`src/rtl/cache_probe_sequencer_if.sv`:
```
// Bundles the command, cacheSystem and result ports of cache_probe_sequencer.
// The master side is the host/bench and cache; the slave side is the sequencer.
interface cache_probe_sequencer_if #(
    parameter int unsigned ADDR_W = 15,
    parameter int unsigned DATA_W = 32,
    parameter int unsigned CNT_W  = 16,
    parameter int unsigned NUM_W  = 12
);
    logic              cmd_valid;
    logic              cmd_ready;
    logic [ADDR_W-1:0] cmd_base;
    logic [ADDR_W-1:0] cmd_stride;
    logic [NUM_W-1:0]  cmd_count;
    logic              cmd_flush;

    logic              cache_reset;
    logic [ADDR_W-1:0] cache_addr;
    logic              cache_enable;
    logic              cache_done;
    logic [DATA_W-1:0] cache_data;

    logic              res_valid;
    logic              res_ready;
    logic [ADDR_W-1:0] res_addr;
    logic [CNT_W-1:0]  res_delay;
    logic [DATA_W-1:0] res_data;
    logic              res_timeout;

    logic              busy;
    logic [CNT_W-1:0]  min_delay;
    logic [CNT_W-1:0]  max_delay;

    modport master (
        output cmd_valid, cmd_base, cmd_stride, cmd_count, cmd_flush,
        output cache_done, cache_data, res_ready,
        input  cmd_ready, cache_reset, cache_addr, cache_enable,
        input  res_valid, res_addr, res_delay, res_data, res_timeout,
        input  busy, min_delay, max_delay
    );

    modport slave (
        input  cmd_valid, cmd_base, cmd_stride, cmd_count, cmd_flush,
        input  cache_done, cache_data, res_ready,
        output cmd_ready, cache_reset, cache_addr, cache_enable,
        output res_valid, res_addr, res_delay, res_data, res_timeout,
        output busy, min_delay, max_delay
    );
endinterface

```
`src/rtl/cache_probe_sequencer.sv`:
```
// Sweeps cacheSystem with base/stride/count accesses, timing each one in cycles and
// streaming per-access results with running min/max latency.
module cache_probe_sequencer #(
    parameter int unsigned ADDR_W  = 15,
    parameter int unsigned DATA_W  = 32,
    parameter int unsigned CNT_W   = 16,
    parameter int unsigned NUM_W   = 12,
    parameter int unsigned TIMEOUT = 10000
) (
    input logic                    clk_i,
    input logic                    rst_i,
    cache_probe_sequencer_if.slave bus_io
);
    typedef enum logic [2:0] {
        StIdle, StFlushHi, StFlushLo, StIssue, StWait, StRelease, StReport
    } state_e;

    state_e            state_q, state_d;
    logic [ADDR_W-1:0] addr_q, addr_d, stride_q, stride_d, cache_addr_q, cache_addr_d;
    logic [NUM_W-1:0]  left_q, left_d;
    logic [CNT_W-1:0]  delay_q, delay_d, min_q, min_d, max_q, max_d;
    logic [ADDR_W-1:0] res_addr_q, res_addr_d;
    logic [CNT_W-1:0]  res_delay_q, res_delay_d;
    logic [DATA_W-1:0] res_data_q, res_data_d;
    logic              res_timeout_q, res_timeout_d;
    logic              cmd_ready_q, cmd_ready_d, busy_q, busy_d, res_valid_q, res_valid_d;
    logic              cache_reset_q, cache_reset_d, cache_enable_q, cache_enable_d;

    always_comb begin
        state_d       = state_q;
        addr_d        = addr_q;
        stride_d      = stride_q;
        left_d        = left_q;
        delay_d       = delay_q;
        min_d         = min_q;
        max_d         = max_q;
        res_addr_d    = res_addr_q;
        res_delay_d   = res_delay_q;
        res_data_d    = res_data_q;
        res_timeout_d = res_timeout_q;

        unique case (state_q)
            StIdle: begin
                if (bus_io.cmd_valid) begin
                    min_d    = '1;
                    max_d    = '0;
                    addr_d   = bus_io.cmd_base;
                    stride_d = bus_io.cmd_stride;
                    left_d   = bus_io.cmd_count;
                    if (bus_io.cmd_count != '0) begin
                        state_d = bus_io.cmd_flush ? StFlushHi : StIssue;
                    end
                end
            end
            StFlushHi: state_d = StFlushLo;
            StFlushLo: state_d = StIssue;
            StIssue: begin
                delay_d = '0;
                state_d = StWait;
            end
            StWait: begin
                if (bus_io.cache_done) begin
                    res_addr_d    = addr_q;
                    res_delay_d   = delay_q;
                    res_data_d    = bus_io.cache_data;
                    res_timeout_d = 1'b0;
                    state_d       = StRelease;
                end else if (delay_q == CNT_W'(TIMEOUT - 1)) begin
                    res_addr_d    = addr_q;
                    res_delay_d   = CNT_W'(TIMEOUT);
                    res_data_d    = '0;
                    res_timeout_d = 1'b1;
                    state_d       = StRelease;
                end else begin
                    delay_d = delay_q + CNT_W'(1);
                end
            end
            StRelease: begin
                // Stats fold in as the result becomes visible; timeouts are excluded.
                if (!res_timeout_q) begin
                    if (res_delay_q < min_q) min_d = res_delay_q;
                    if (res_delay_q > max_q) max_d = res_delay_q;
                end
                state_d = StReport;
            end
            StReport: begin
                if (bus_io.res_ready) begin
                    if (left_q == NUM_W'(1)) begin
                        state_d = StIdle;
                    end else begin
                        left_d  = left_q - NUM_W'(1);
                        addr_d  = addr_q + stride_q;
                        state_d = StIssue;
                    end
                end
            end
            default: state_d = StIdle;
        endcase

        // Outputs are registered copies of what the next state implies.
        cmd_ready_d    = (state_d == StIdle);
        busy_d         = (state_d != StIdle);
        cache_reset_d  = (state_d == StFlushHi);
        cache_enable_d = (state_d == StIssue) || (state_d == StWait);
        res_valid_d    = (state_d == StReport);
        cache_addr_d   = (state_d == StIssue) ? addr_d : cache_addr_q;
    end

    always_ff @(posedge clk_i or posedge rst_i) begin
        if (rst_i) begin
            state_q        <= StIdle;
            addr_q         <= '0;
            stride_q       <= '0;
            left_q         <= '0;
            delay_q        <= '0;
            min_q          <= '1;
            max_q          <= '0;
            res_addr_q     <= '0;
            res_delay_q    <= '0;
            res_data_q     <= '0;
            res_timeout_q  <= 1'b0;
            cmd_ready_q    <= 1'b1;
            busy_q         <= 1'b0;
            res_valid_q    <= 1'b0;
            cache_reset_q  <= 1'b0;
            cache_enable_q <= 1'b0;
            cache_addr_q   <= '0;
        end else begin
            state_q        <= state_d;
            addr_q         <= addr_d;
            stride_q       <= stride_d;
            left_q         <= left_d;
            delay_q        <= delay_d;
            min_q          <= min_d;
            max_q          <= max_d;
            res_addr_q     <= res_addr_d;
            res_delay_q    <= res_delay_d;
            res_data_q     <= res_data_d;
            res_timeout_q  <= res_timeout_d;
            cmd_ready_q    <= cmd_ready_d;
            busy_q         <= busy_d;
            res_valid_q    <= res_valid_d;
            cache_reset_q  <= cache_reset_d;
            cache_enable_q <= cache_enable_d;
            cache_addr_q   <= cache_addr_d;
        end
    end

    assign bus_io.cmd_ready    = cmd_ready_q;
    assign bus_io.busy         = busy_q;
    assign bus_io.cache_reset  = cache_reset_q;
    assign bus_io.cache_enable = cache_enable_q;
    assign bus_io.cache_addr   = cache_addr_q;
    assign bus_io.res_valid    = res_valid_q;
    assign bus_io.res_addr     = res_addr_q;
    assign bus_io.res_delay    = res_delay_q;
    assign bus_io.res_data     = res_data_q;
    assign bus_io.res_timeout  = res_timeout_q;
    assign bus_io.min_delay    = min_q;
    assign bus_io.max_delay    = max_q;
endmodule

```
`src/flat_wrapper.sv`:
```
// flat-port wrapper written by rule: the top's interface ports become plain ports
module cache_probe_sequencer_flat 
#(
    parameter int unsigned ADDR_W  = 15,
    parameter int unsigned DATA_W  = 32,
    parameter int unsigned CNT_W   = 16,
    parameter int unsigned NUM_W   = 12,
    parameter int unsigned TIMEOUT = 10000
)
  (clk_i, rst_i, bus_io_cmd_valid, bus_io_cmd_base, bus_io_cmd_stride, bus_io_cmd_count, bus_io_cmd_flush, bus_io_cache_done, bus_io_cache_data, bus_io_res_ready, bus_io_cmd_ready, bus_io_cache_reset, bus_io_cache_addr, bus_io_cache_enable, bus_io_res_valid, bus_io_res_addr, bus_io_res_delay, bus_io_res_data, bus_io_res_timeout, bus_io_busy, bus_io_min_delay, bus_io_max_delay);
  cache_probe_sequencer_if #(.ADDR_W(ADDR_W), .DATA_W(DATA_W), .CNT_W(CNT_W), .NUM_W(NUM_W)) bus_io_i ();
  input logic clk_i;
  input logic rst_i;
  input wire logic [$bits(bus_io_i.cmd_valid)-1:0] bus_io_cmd_valid;
  input wire logic [$bits(bus_io_i.cmd_base)-1:0] bus_io_cmd_base;
  input wire logic [$bits(bus_io_i.cmd_stride)-1:0] bus_io_cmd_stride;
  input wire logic [$bits(bus_io_i.cmd_count)-1:0] bus_io_cmd_count;
  input wire logic [$bits(bus_io_i.cmd_flush)-1:0] bus_io_cmd_flush;
  input wire logic [$bits(bus_io_i.cache_done)-1:0] bus_io_cache_done;
  input wire logic [$bits(bus_io_i.cache_data)-1:0] bus_io_cache_data;
  input wire logic [$bits(bus_io_i.res_ready)-1:0] bus_io_res_ready;
  output wire logic [$bits(bus_io_i.cmd_ready)-1:0] bus_io_cmd_ready;
  output wire logic [$bits(bus_io_i.cache_reset)-1:0] bus_io_cache_reset;
  output wire logic [$bits(bus_io_i.cache_addr)-1:0] bus_io_cache_addr;
  output wire logic [$bits(bus_io_i.cache_enable)-1:0] bus_io_cache_enable;
  output wire logic [$bits(bus_io_i.res_valid)-1:0] bus_io_res_valid;
  output wire logic [$bits(bus_io_i.res_addr)-1:0] bus_io_res_addr;
  output wire logic [$bits(bus_io_i.res_delay)-1:0] bus_io_res_delay;
  output wire logic [$bits(bus_io_i.res_data)-1:0] bus_io_res_data;
  output wire logic [$bits(bus_io_i.res_timeout)-1:0] bus_io_res_timeout;
  output wire logic [$bits(bus_io_i.busy)-1:0] bus_io_busy;
  output wire logic [$bits(bus_io_i.min_delay)-1:0] bus_io_min_delay;
  output wire logic [$bits(bus_io_i.max_delay)-1:0] bus_io_max_delay;
  assign bus_io_i.cmd_valid = bus_io_cmd_valid;
  assign bus_io_i.cmd_base = bus_io_cmd_base;
  assign bus_io_i.cmd_stride = bus_io_cmd_stride;
  assign bus_io_i.cmd_count = bus_io_cmd_count;
  assign bus_io_i.cmd_flush = bus_io_cmd_flush;
  assign bus_io_i.cache_done = bus_io_cache_done;
  assign bus_io_i.cache_data = bus_io_cache_data;
  assign bus_io_i.res_ready = bus_io_res_ready;
  assign bus_io_cmd_ready = bus_io_i.cmd_ready;
  assign bus_io_cache_reset = bus_io_i.cache_reset;
  assign bus_io_cache_addr = bus_io_i.cache_addr;
  assign bus_io_cache_enable = bus_io_i.cache_enable;
  assign bus_io_res_valid = bus_io_i.res_valid;
  assign bus_io_res_addr = bus_io_i.res_addr;
  assign bus_io_res_delay = bus_io_i.res_delay;
  assign bus_io_res_data = bus_io_i.res_data;
  assign bus_io_res_timeout = bus_io_i.res_timeout;
  assign bus_io_busy = bus_io_i.busy;
  assign bus_io_min_delay = bus_io_i.min_delay;
  assign bus_io_max_delay = bus_io_i.max_delay;
  cache_probe_sequencer #(.ADDR_W(ADDR_W), .DATA_W(DATA_W), .CNT_W(CNT_W), .NUM_W(NUM_W), .TIMEOUT(TIMEOUT)) u_core (.clk_i(clk_i), .rst_i(rst_i), .bus_io(bus_io_i));
endmodule
```
`config.mk`:
```
export PLATFORM = sky130hd
export DESIGN_NAME = cache_probe_sequencer_flat
export DESIGN_NICKNAME = d
export VERILOG_FILES = /design/src/rtl/cache_probe_sequencer_if.sv /design/src/rtl/cache_probe_sequencer.sv /design/src/flat_wrapper.sv
export SDC_FILE = /design/constraint.sdc
export NUM_CORES = 1
export LEC_CHECK = 0
export ABC_AREA = 1
export CAP_MARGIN = 5
export CORE_ASPECT_RATIO = 1.2
export CORE_MARGIN = 2
export CORE_UTILIZATION = 45
export DETAILED_ROUTE_END_ITERATION = 10
export GPL_TIMING_DRIVEN = 0
export PLACE_DENSITY = 0.74
export SETUP_SLACK_MARGIN = 0.02
export SLEW_MARGIN = 20
export SYNTH_ARGS = -nofsm -noshare
export SYNTH_HDL_FRONTEND = slang
export SYNTH_SLANG_ARGS = --single-unit
```
`constraint.sdc`:
```
create_clock -name clk_i -period 18.6 [get_ports clk_i]
set_input_delay 4.65 -clock clk_i [delete_from_list [all_inputs] [get_ports clk_i]]
set_output_delay 4.65 -clock clk_i [all_outputs]
set_load 0.05 [all_outputs]
```
## Yosys cells after proc, flatten, opt, wreduce, memory -nomap -nowiden

Index checks and enable logic that the tools add are counted.

| word-level totals | value |
|---|---|
| bits in registers | 177 |

| cells by class | value |
|---|---|
| add/sub/neg operators | 3 |
| $lt $le $gt $ge | 2 |
| equal/unequal tests | 20 |
| mux-type cells | 35 |
| reduce and logical (&&, ||, !) cells | 15 |

Operators with widths:

| cell | count |
|---|---|
| $mux 16 | 10 |
| $pmux 16 s2 | 3 |
| $mux 15 | 5 |
| $mux 32 | 2 |
| $mux 12 | 3 |
| $pmux 15 s2 | 1 |
| $pmux 12 s2 | 1 |
| $pmux 3 s7 | 1 |
| $add 16x1->16 const B | 1 |
| $eq 16x14->1 const B | 1 |
| $gt 16x16->1 | 1 |
| $lt 16x16->1 | 1 |
| $add 15x15->15 | 1 |
| $eq 3x3->1 const B | 5 |
| $mux 3 | 5 |
| $eq 12x1->1 const B | 1 |
| $ne 2x2->1 const B | 6 |
| $reduce_and 4->1 | 3 |
| $reduce_bool 12->1 | 1 |
| $sub 12x1->12 const B | 1 |
| $eq 3x2->1 const B | 3 |
| $reduce_bool 2->1 | 4 |
| $eq 3x1->1 const B | 2 |
| $logic_not 3->1 | 2 |
| 7 further kinds | 11 |

## Logic depth before layout (Yosys ltp)

Gate-level depths: netlist of the first run.

| depth | value |
|---|---|
| depth in word-level cells | 6 |
| depth in mapped cells | 15 |
| gate-level depth less buffers | 14 |

## Least setup slack after synthesis of the first run

OpenSTA, ideal clock, no wires.

| timing | value |
|---|---|
| kind | input to register |
| from | input bus_io_cache_done |
| to | register u_core.delay_q[9] |
| library setup time | 0.126 ns |
| arrival | 5.618 ns |
| required time | 18.474 ns |
| path slack | 12.856 ns |
| stages on the path | 9 |
| path buffers | 2 |
| cell sequence | clkbuf_1 -> nand2_1 -> nand2_1 -> inv_1 -> nand2_1 -> inv_2 -> buf_2 -> nand4_1 -> o21ai_0 |

| on the way | value |
|---|---|
| cells in the longest elaborated chain, start to end | 2 |

Ends and longest elaborated chain:

| element | line | text |
|---|---|---|
| from (decl) | flat_wrapper.sv:19 | `input wire logic [$bits(bus_io_i.cache_done)-1:0] bus_io_cache_done;` |
| $ne 2x2->1 (no source line) | -- |  |
| $reduce_and 3->1 (no source line) | -- |  |
| to (signal assigned) | cache_probe_sequencer.sv:133 | `delay_q <= delay_d;` |
| to (decl) | cache_probe_sequencer.sv:21 | `logic [CNT_W-1:0] delay_q, delay_d, min_q, min_d, max_q, max_d;` |

Every way passes these cells.
A chain may end at the register's enable or synchronous reset.

## Worst setup path after layout of the first run

| timing | value |
|---|---|
| from | register u_core.res_timeout_q, in the netlist u_core.bus_io.res_timeout |
| to | output bus_io_res_timeout |

RTL lines:

| element | line | text |
|---|---|---|
| from (decl) | cache_probe_sequencer.sv:25 | `logic res_timeout_q, res_timeout_d;` |
| from (signal assigned) | cache_probe_sequencer.sv:139 | `res_timeout_q <= res_timeout_d;` |
| to (decl) | flat_wrapper.sv:30 | `output wire logic [$bits(bus_io_i.res_timeout)-1:0] bus_io_res_timeout;` |

No word-level cell between the ends.

==> results of run 1 <==
==> layout make-up <==
cell class / instances / area (sq um) / share of cell area
Timing Repair Buffer: 196 / 2000 / 0.160
Tap cell: 270 / 338 / 0.0271
Clock buffer: 19 / 433 / 0.0347
Clock inverter: 13 / 209 / 0.0167
Multi-Input combinational cell: 854 / 4280 / 0.343
Buffer: 40 / 195 / 0.0156
Sequential cell: 177 / 4450 / 0.357
Inverter: 151 / 579 / 0.0464
==> through the flow <==
step | util | instances
floorplan | - | 1222
global placement | 0.565 | 1686
detailed placement | 0.568 | 1688
CTS | 0.599 | 1720
global route | 0.599 | 1720
finish | 0.599 | 1720
==> how the worst min path moves through the flow <==
stage	depth (start not counted)	to	slack, ns
2_1_floorplan	2	u_core.stride_q[0]	0.46
3_3_place_gp	2	u_core.bus_io.res_data[22]	0.45
3_5_place_dp	2	u_core.bus_io.res_data[16]	0.46
4_1_cts	2	u_core.bus_io.res_data[16]	0.47
5_1_grt	2	u_core.bus_io.res_data[13]	0.50
6_report	2	u_core.bus_io.res_data[16]	0.47
==> logic make-up (layout without fill, tap and decap cells) <==
logic type,Yosys count,count (layout),synth area share
xor+xnor,14,14,0.0129
flops,177,177,0.469
buf+inv,191,419,0.0808
compound gates,142,142,0.0849
fa+ha+maj,49,49,0.0654
simple gates,649,649,0.287
==> Yosys cell counts, drive strengths merged <==
library cell and instances:
nor2 73, a22oi 8, nor3b 1, a211oi 1
ha 48, o21a 1, nand3b 1, inv 151
or2 1, a21boi 1, a21oi 37, o21ai 66
nand4 16, o31ai 8, nor4 3, dfstp 17
xor2 11, fa 1, o22ai 12, nor3 11
o211ai 5, clkbuf 19, xnor2 3, nand2 417
buf 21, a31oi 3, nand3 126, dfrtp 160
==> power by group through the flow <==
stage | Sequential (mW) | Clock, mW | Combinational (mW)
6_report | 0.665 | 0.391 | 1.28
5_1_grt | 0.683 | 0.415 | 1.40
4_1_cts | 0.664 | 0.399 | 1.28
3_5_place_dp | 0.668 | 0 | 1.27
3_3_place_gp | 0.665 | 0 | 1.24
2_1_floorplan | 0.982 | 0 | 0.550
==> registers in the layout (all words and copies together) (netlist names) <==
signal,cells
u_core.addr_q,15
u_core.bus_io.busy,1
u_core.bus_io.cache_addr,15
u_core.bus_io.cache_enable,1
u_core.bus_io.cache_reset,1
u_core.bus_io.cmd_ready,1
u_core.bus_io.max_delay,16
u_core.bus_io.min_delay,16
u_core.bus_io.res_addr,15
u_core.bus_io.res_data,32
u_core.bus_io.res_delay,16
u_core.bus_io.res_timeout,1
u_core.bus_io.res_valid,1
u_core.delay_q,16
u_core.left_q,12
u_core.state_q,3
u_core.stride_q,15
==> metal layers <==
layer	routed length (um)	GRT usage	up-vias
met3	1130	0.0354	65
li1	-	-	4362
met2	13300	0.415	288
met1	10400	0.295	4126
met4	927	0.108	0
met5	0	0	-
==> flow_summary.json, run 1 <==
{
  "fraction_of_layout_instances_using_a_drive_strength_above_1": 0.0614,
  "floorplan.io_pins": 196,
  "post_dp_cell_area_sq_um": 11800,
  "clkLatencyLatePin_ns": 0.43,
  "clockBufferDepth": 2,
  "overflow_after_grt": 0,
  "synth_area_sq_um": 9490,
  "grt_start_max_net_pins": 71,
  "drtPass1Iterations": 6,
  "switching_share": 0.486,
  "critical_path_required_ns": 13.95,
  "detail-route-antenna-nets": 0,
  "p_int_mw": 1.20,
  "slowest_delay_ns": 0.86,
  "number_of_fill_cells": 1870,
  "antennaDiodeCount": 0,
  "relative_slew_slack": 0.531,
  "ff_to_ff_path_depth": 8,
  "cp_cell_sequence": "clkdlybuf4s50_1",
  "worst_setup_path_end_kind": "output port",
  "first_pass_grt_wire_length_mm": 42.4,
  "highest_count_cells_in_the_layout_ignoring_fill_and_taps": "412 x sky130_fd_sc_hd__nand2_1, 194 x sky130_fd_sc_hd__clkdlybuf4s50_1, 160 x sky130_fd_sc_hd__dfrtp_1",
  "timing.final.crit_period_ns": 6.44,
  "power.density_cell_area_nw_per_um2": 187,
  "min-delay-path-class": "reg2reg",
  "clk_root_buffer_cell": "sky130_fd_sc_hd__clkbuf_16",
  "remaining_drc_errors": 0,
  "yosysWarnings": 0,
  "grt_pass1_vias": 8745,
  "final_setup_vio_count": 0,
  "synth_seq_cells": 177,
  "detail_route.wl_per_cell_um": 15.0,
  "power.static_leakage_nw": 6.21,
  "post-synth-top-area-fraction": 0.422,
  "die-area_sq_um": 22300,
  "fin_total_pwr_mw": 2.33,
  "global_route.usage.total": 0.240,
  "final_min_period_over_clock_period": 0.346,
  "maxSlewViolCount": 0,
  "cts_setup_buffers": 0,
  "critical_path.top_delay_family": "buffers and inverters",
  "worst_pin_slew_ns": 0.703,
  "fin_hold_ws_ns": 0.470,
  "ir_worst_vdd_mv": 0.104,
  "arrival_ns": 1.79,
  "row_count": 58,
  "detail_route.iter0.violations": 576,
  "critPathBufInv": 1,
  "cp_max_fo": 4,
  "design.final.nets": 1566,
  "run_status": "completed",
  "die_w_um": 137,
  "cts-buffers-inserted": 17,
  "rsz0062_at_grt": "false",
  "critical_path_class": "reg2out",
  "p_clk_frac": 0.168,
  "post_route_cell_area_sq_um": 12500,
  "max_cap_violations": 0,
  "post_drt_via_cell_ratio": 5.14,
  "hold_violations": 0,
  "layout_setup_ws_ns": 12.16,
  "worst_path_max_delay_cell": "sky130_fd_sc_hd__clkdlybuf4s50_1",
  "synthesis.nets": 1351,
  "finClkSkew_ns": 0.0104,
  "sequentialPowerShare": 0.285,
  "setup_total_negative_slack_ns": 0,
  "tritoncts_num_sinks": 177,
  "cts-htree-levels": 4,
  "start_util": 0.456,
  "area_growth_pct": 31.4,
  "synth_area_leaders": "sky130_fd_sc_hd__dfrtp_1 42%, sky130_fd_sc_hd__nand2_1 16%, sky130_fd_sc_hd__nand3_1 6.6%",
  "die_height_um": 163,
  "gp_routability_congestion": 0.929,
  "floorplan.core_area_sq_um": 20800,
  "antenna_found_initial": 0,
  "cp.depth": 1,
  "regToRegSetupSlack_ns": 16.36,
  "hold_start": "u_core.bus_io.res_data[16]",
  "critical_path.reg2reg.endpoint": "u_core.bus_io.max_delay[15]",
  "hold_buffer_count_at_cts": 0,
  "cp-start-kind": "flop",
  "cts_repair_resize_count": 0,
  "buffer_ports.inserted": 194,
  "syn_avg_cell_area_sq_um": 7.77,
  "netSwitchingPower_mw": 1.13,
  "tritoncts_clock_tree": "built",
  "mostFrequentLayoutCell": "sky130_fd_sc_hd__nand2_1",
  "combPwrFrac": 0.547,
  "post-dp-hpwl_mm": 19.7,
  "clock.fmax_mhz": 155,
  "clk_pin_slew_worst_paths_ns": 0.07,
  "synth_seq_area_share": 0.469,
  "synth_cell_types": 41,
  "rr_startpoint": "u_core.bus_io.res_delay[7]",
  "synth_largest_area_cell": "sky130_fd_sc_hd__dfrtp_1",
  "setup.worst_path.end": "bus_io_res_timeout",
  "wirelength_mm": 25.7,
  "detailed_route_via_count": 8841,
  "synthesis.instances": 1222,
  "post_place_worst_slack_ns": 12.04,
  "crit_start": "u_core.bus_io.res_timeout"
}
Power figures use the tool's default switching activity.
==> run 2: changes to the inputs <==
Settings changed: PLACE_DENSITY 0.74 to 0.76.
Clock period 18.6 ns to 5.9 ns, I/O delays scaled along.
==> flow_summary.json, run 2 (same netlist as run 1, synthesis figures left out) <==
{
  "power.static_leakage_nw": 6.19,
  "die-area_sq_um": 22300,
  "number_of_flip_flops_under_the_largest_register_name": 32,
  "cts_setup_buffers": 0,
  "post_drt_via_cell_ratio": 5.13,
  "combPwrFrac": 0.553,
  "post-dp-hpwl_mm": 19.5,
  "worst_pin_slew_ns": 0.673,
  "rsz0062_at_grt": "false",
  "tritoncts_num_sinks": 177,
  "ir_worst_vdd_mv": 0.339,
  "p_clk_frac": 0.158,
  "critical_path_required_ns": 4.43,
  "hold_violations": 0,
  "cp-start-kind": "flop",
  "worst_path_max_delay_cell": "sky130_fd_sc_hd__clkdlybuf4s50_1",
  "maxSlewViolCount": 0,
  "worst_setup_path_end_kind": "output port",
  "row_count": 58,
  "tritoncts_clock_tree": "built",
  "detail_route.iter0.violations": 436,
  "netSwitchingPower_mw": 3.53,
  "slowest_delay_ns": 0.86,
  "highest_count_cells_in_the_layout_ignoring_fill_and_taps": "412 x sky130_fd_sc_hd__nand2_1, 194 x sky130_fd_sc_hd__clkdlybuf4s50_1, 160 x sky130_fd_sc_hd__dfrtp_1",
  "design.final.nets": 1569,
  "gp_routability_congestion": 0.937,
  "grt_start_max_net_pins": 36,
  "switching_share": 0.487,
  "number_of_fill_cells": 1823,
  "clk_root_buffer_cell": "sky130_fd_sc_hd__clkbuf_16",
  "cp_max_fo": 6,
  "buffer_ports.inserted": 194,
  "mostFrequentLayoutCell": "sky130_fd_sc_hd__nand2_1",
  "arrival_ns": 1.81,
  "sequentialPowerShare": 0.289,
  "critPathBufInv": 1,
  "die_height_um": 163,
  "detailed_route_via_count": 8831,
  "max_cap_violations": 0,
  "critical_path.top_delay_family": "buffers and inverters",
  "cts_repair_resize_count": 0,
  "floorplan.io_pins": 196,
  "relative_slew_slack": 0.551,
  "post_place_worst_slack_ns": 2.50,
  "overflow_after_grt": 0,
  "cts-htree-levels": 4,
  "clockBufferDepth": 2,
  "timing.final.crit_period_ns": 3.29,
  "wirelength_mm": 25.5,
  "remaining_drc_errors": 0,
  "first_pass_grt_wire_length_mm": 41.7,
  "detail-route-antenna-nets": 0,
  "final_min_period_over_clock_period": 0.558,
  "clk_pin_slew_worst_paths_ns": 0.07,
  "fraction_of_layout_instances_using_a_drive_strength_above_1": 0.0592,
  "antenna_found_initial": 0,
  "clkLatencyLatePin_ns": 0.43,
  "grt_pass1_vias": 8674,
  "finClkSkew_ns": 0.00972,
  "floorplan.core_area_sq_um": 20800,
  "power.density_cell_area_nw_per_um2": 581,
  "setup_total_negative_slack_ns": 0,
  "min-delay-path-class": "reg2reg",
  "start_util": 0.456,
  "layout_setup_ws_ns": 2.61,
  "hold_buffer_count_at_cts": 0,
  "cp_cell_sequence": "clkdlybuf4s50_1",
  "detail_route.wl_per_cell_um": 14.8,
  "final_setup_vio_count": 0,
  "critical_path_class": "reg2out",
  "antennaDiodeCount": 0,
  "area_growth_pct": 31.2,
  "cts-buffers-inserted": 17,
  "global_route.usage.total": 0.236,
  "run_status": "completed",
  "p_int_mw": 3.71,
  "clock.fmax_mhz": 304,
  "die_w_um": 137,
  "drtPass1Iterations": 7
}
[run 2: changes by cell type in the layout (fill, tap and decap cells not counted), sizes merged]
cell and delta:
clkinvlp -1, bufinv -2, buf +3, clkbuf +7
inv -3, clkinv -1
[run 2: power by group through the flow]
| stage | registers, mW | clock network [mW] | logic [mW] |
|---|---|---|---|
| final | 2.09 | 1.14 | 4.00 |
| after CTS | 2.09 | 1.16 | 4.02 |
| after global placement | 2.09 | 0 | 3.91 |
| after global routing | 2.15 | 1.21 | 4.40 |
| after detailed placement | 2.10 | 0 | 4.00 |
| after floorplan | 3.10 | 0 | 1.73 |
[run 2: metal layers]
| metal | global-route usage | vias to the layer above | routed length [um] |
|---|---|---|---|
| met4 | 0.0966 | 0 | 739 |
| met2 | 0.420 | 276 | 13100 |
| li1 | - | 4378 | - |
| met3 | 0.0313 | 61 | 1060 |
| met1 | 0.287 | 4116 | 10500 |
| met5 | 0 | - | 0 |
[run 2: cell type report]
| class | count | area [sq um] | area share |
|---|---|---|---|
| Buffer | 40 | 195 | 0.0157 |
| Inverter | 151 | 576 | 0.0462 |
| Tap cell | 270 | 338 | 0.0271 |
| Timing Repair Buffer | 199 | 2040 | 0.164 |
| Sequential cell | 177 | 4450 | 0.357 |
| Clock inverter | 6 | 109 | 0.00874 |
| Clock buffer | 26 | 469 | 0.0377 |
| Multi-Input combinational cell | 854 | 4280 | 0.343 |
[run 2: final timing paths]
path / slack, ns / from / cells past startpoint / end
setup / recovery: 2.61 / u_core.bus_io.res_delay[11] / 1 / bus_io_res_delay[11]
hold / removal: 0.47 / u_core.bus_io.res_data[15] / 2 / u_core.bus_io.res_data[15]
setup reg to reg: 3.61 / u_core.bus_io.res_delay[7] / 8 / u_core.bus_io.max_delay[3]
hold reg to reg: 0.47 / u_core.bus_io.res_data[15] / 2 / u_core.bus_io.res_data[15]
max in group asynchronous: 3.60 / rst_i / 4 / u_core.bus_io.min_delay[0]
min in group asynchronous: 1.46 / rst_i / 2 / u_core.bus_io.busy
[run 2: through the flow]
step / std cells / utilization / hold WS, ns / power (mW) / area [sq um]
after global placement: 1686 / 0.565 / 0.454 / 6.00 / 11800
final: 1723 / 0.598 / 0.470 / 7.23 / 12500
after floorplan: 1222 / - / 0.455 / 4.83 / 9500
after detailed placement: 1691 / 0.570 / 0.457 / 6.10 / 11900
after global routing: 1723 / 0.598 / 0.497 / 7.76 / 12500
after CTS: 1723 / 0.598 / 0.473 / 7.27 / 12500
==> run 3: changes to the inputs <==
Settings changed: PLACE_DENSITY 0.76 to 0.74.
Clock period 5.9 ns to 3.27 ns, I/O delays scaled along.
==> flow_summary.json, run 3 (same netlist as run 1, synthesis figures left out) <==
{
  "run_status": "completed",
  "grt_use_met2": 0.409,
  "switching_share": 0.493,
  "clkLatencyLatePin_ns": 0.44,
  "slowest_delay_ns": 0.86,
  "critical_path.reg2reg.endpoint": "u_core.bus_io.max_delay[0]",
  "sequentialPowerShare": 0.289,
  "design.final.nets": 1569,
  "final_min_period_over_clock_period": 0.802,
  "cts-htree-levels": 4,
  "p_int_mw": 6.62,
  "timing.final.crit_period_ns": 2.62,
  "cp_cell_sequence": "clkdlybuf4s50_1",
  "power.static_leakage_nw": 6.19,
  "power.density_cell_area_nw_per_um2": 1050,
  "cts-buffers-inserted": 17,
  "ir_worst_vdd_mv": 0.632,
  "busiest_layer": "met2",
  "hold_buffer_count_at_cts": 0,
  "remaining_drc_errors": 0,
  "floorplan.core_area_sq_um": 20800,
  "row_count": 58,
  "critical_path_class": "reg2out",
  "tritoncts_num_sinks": 177,
  "maxSlewViolCount": 0,
  "clockBufferDepth": 2,
  "antennaDiodeCount": 0,
  "final_setup_vio_count": 0,
  "critical_path.top_delay_family": "buffers and inverters",
  "number_of_flip_flops_under_the_largest_register_name": 32,
  "detail_route.iter0.violations": 583,
  "layout_setup_ws_ns": 0.646,
  "critical_path_required_ns": 2.45,
  "gp_routability_congestion": 0.940,
  "critPathBufInv": 1,
  "setup_total_negative_slack_ns": 0,
  "cp-start-kind": "flop",
  "max_cap_violations": 0,
  "post-dp-hpwl_mm": 19.6,
  "cp_max_fo": 6,
  "arrival_ns": 1.81,
  "dpl.cell_count": 1691,
  "floorplan.io_pins": 196,
  "clk_pin_slew_worst_paths_ns": 0.06,
  "combPwrFrac": 0.555,
  "p_clk_frac": 0.156,
  "die_height_um": 163,
  "hold_start": "u_core.bus_io.res_data[29]",
  "highest_count_cells_in_the_layout_ignoring_fill_and_taps": "412 x sky130_fd_sc_hd__nand2_1, 194 x sky130_fd_sc_hd__clkdlybuf4s50_1, 160 x sky130_fd_sc_hd__dfrtp_1",
  "start_util": 0.456,
  "detail-route-antenna-nets": 0,
  "detail_route.wl_per_cell_um": 14.9,
  "cell_depth_of_the_worst_min_delay_path": 2,
  "relative_slew_slack": 0.527,
  "crit_start": "u_core.bus_io.res_delay[11]",
  "cts_repair_resize_count": 0,
  "finClkSkew_ns": 0.00857,
  "die-area_sq_um": 22300,
  "global_route.usage.total": 0.235,
  "min-delay-path-class": "reg2reg",
  "rr_startpoint": "u_core.bus_io.res_delay[7]",
  "worst_setup_path_end_kind": "output port",
  "grt_pass1_vias": 8566,
  "ff_to_ff_path_depth": 8,
  "wirelength_mm": 25.6,
  "regToRegSetupSlack_ns": 0.94,
  "rsz0062_at_grt": "false",
  "fin_hold_ws_ns": 0.470,
  "drtPass1Iterations": 5,
  "clock.fmax_mhz": 381,
  "clk_root_buffer_cell": "sky130_fd_sc_hd__clkbuf_16",
  "post_place_worst_slack_ns": 0.537,
  "first_pass_grt_wire_length_mm": 41.2,
  "antenna_found_initial": 0,
  "netSwitchingPower_mw": 6.43,
  "worst_pin_slew_ns": 0.708,
  "post_drt_via_cell_ratio": 5.15,
  "cts_setup_buffers": 0,
  "fraction_of_layout_instances_using_a_drive_strength_above_1": 0.0633,
  "detailed_route_via_count": 8876,
  "grt_start_max_net_pins": 35,
  "die_w_um": 137,
  "tritoncts_clock_tree": "built",
  "finish.cell_count_without_fillers": 1723,
  "mostFrequentLayoutCell": "sky130_fd_sc_hd__nand2_1",
  "worst_path_max_delay_cell": "sky130_fd_sc_hd__clkdlybuf4s50_1",
  "met3_usage_in_global_routing": 0.0332,
  "grt_use_met1": 0.285,
  "hold_violations": 0,
  "area_growth_pct": 31.2,
  "hold-path-endpoint": "u_core.bus_io.res_data[29]",
  "buffer_ports.inserted": 194,
  "overflow_after_grt": 0
}
-- run 3: cell count changes in the layout (fill, tap and decap cells not counted) --
| cell | change |
|---|---|
| sky130_fd_sc_hd__bufinv_16 | -1 |
| sky130_fd_sc_hd__clkbuf_1 | -6 |
| sky130_fd_sc_hd__clkinv_2 | +1 |
| sky130_fd_sc_hd__clkinvlp_4 | +3 |
| sky130_fd_sc_hd__inv_6 | +3 |
-- run 3: area by class of cell --
class / instances / area [sq um]
multi-input combinational: 854 / 4280
tap: 270 / 338
clock buffer: 20 / 447
fill: 1847 / 8370
sequential: 177 / 4450
buffer: 40 / 195
clock inverter: 12 / 133
timing repair buffer: 199 / 2040
inverter: 151 / 576
-- run 3: per-layer routing --
layer | wire [um] | share of wire
met5 | 0 | 0
met4 | 907 | 0.035
met3 | 1240 | 0.048
met2 | 13100 | 0.51
met1 | 10400 | 0.40
-- run 3: how the worst max path moves through the flow --
stage | end | slack, ns | cells past startpoint
after floorplan | u_core.addr_q[0] | 0.20 | 1
final | bus_io_res_delay[11] | 0.65 | 1
after global placement | u_core.bus_io.res_data[22] | -1.25 | 2
after global routing | bus_io_res_delay[11] | 0.58 | 1
after detailed placement | u_core.bus_io.cache_addr[6] | 0.54 | 10
after CTS | bus_io_res_delay[11] | 0.63 | 1
-- run 3: power by group through the flow --
stage | Clock (mW) | Sequential (mW) | Combinational (mW)
CTS | 2.06 | 3.77 | 7.27
floorplan | 0 | 5.59 | 3.13
detailed placement | 0 | 3.79 | 7.21
global placement | 0 | 3.78 | 7.06
global route | 2.14 | 3.87 | 7.93
finish | 2.03 | 3.77 | 7.24
-- run 3: through the flow --
step / power, mW / utilization / cell area [sq um]
2_1_floorplan: 8.72 / - / 9500
6_report: 13.0 / 0.598 / 12500
5_1_grt: 13.9 / 0.598 / 12500
3_3_place_gp: 10.8 / 0.565 / 11800
3_5_place_dp: 11.0 / 0.570 / 11900
4_1_cts: 13.1 / 0.598 / 12500
-- run 3: worst reg2reg max path: stages (launching register included) --
cell                       delay, ns
sky130_fd_sc_hd__dfrtp_1        0.46
sky130_fd_sc_hd__ha_1           0.33
sky130_fd_sc_hd__nand2_1        0.09
sky130_fd_sc_hd__nor4_1         0.60
sky130_fd_sc_hd__a211oi_4       0.20
sky130_fd_sc_hd__nand2_2        0.18
sky130_fd_sc_hd__buf_2          0.24
sky130_fd_sc_hd__nand3_1        0.10
sky130_fd_sc_hd__nand2_1        0.09
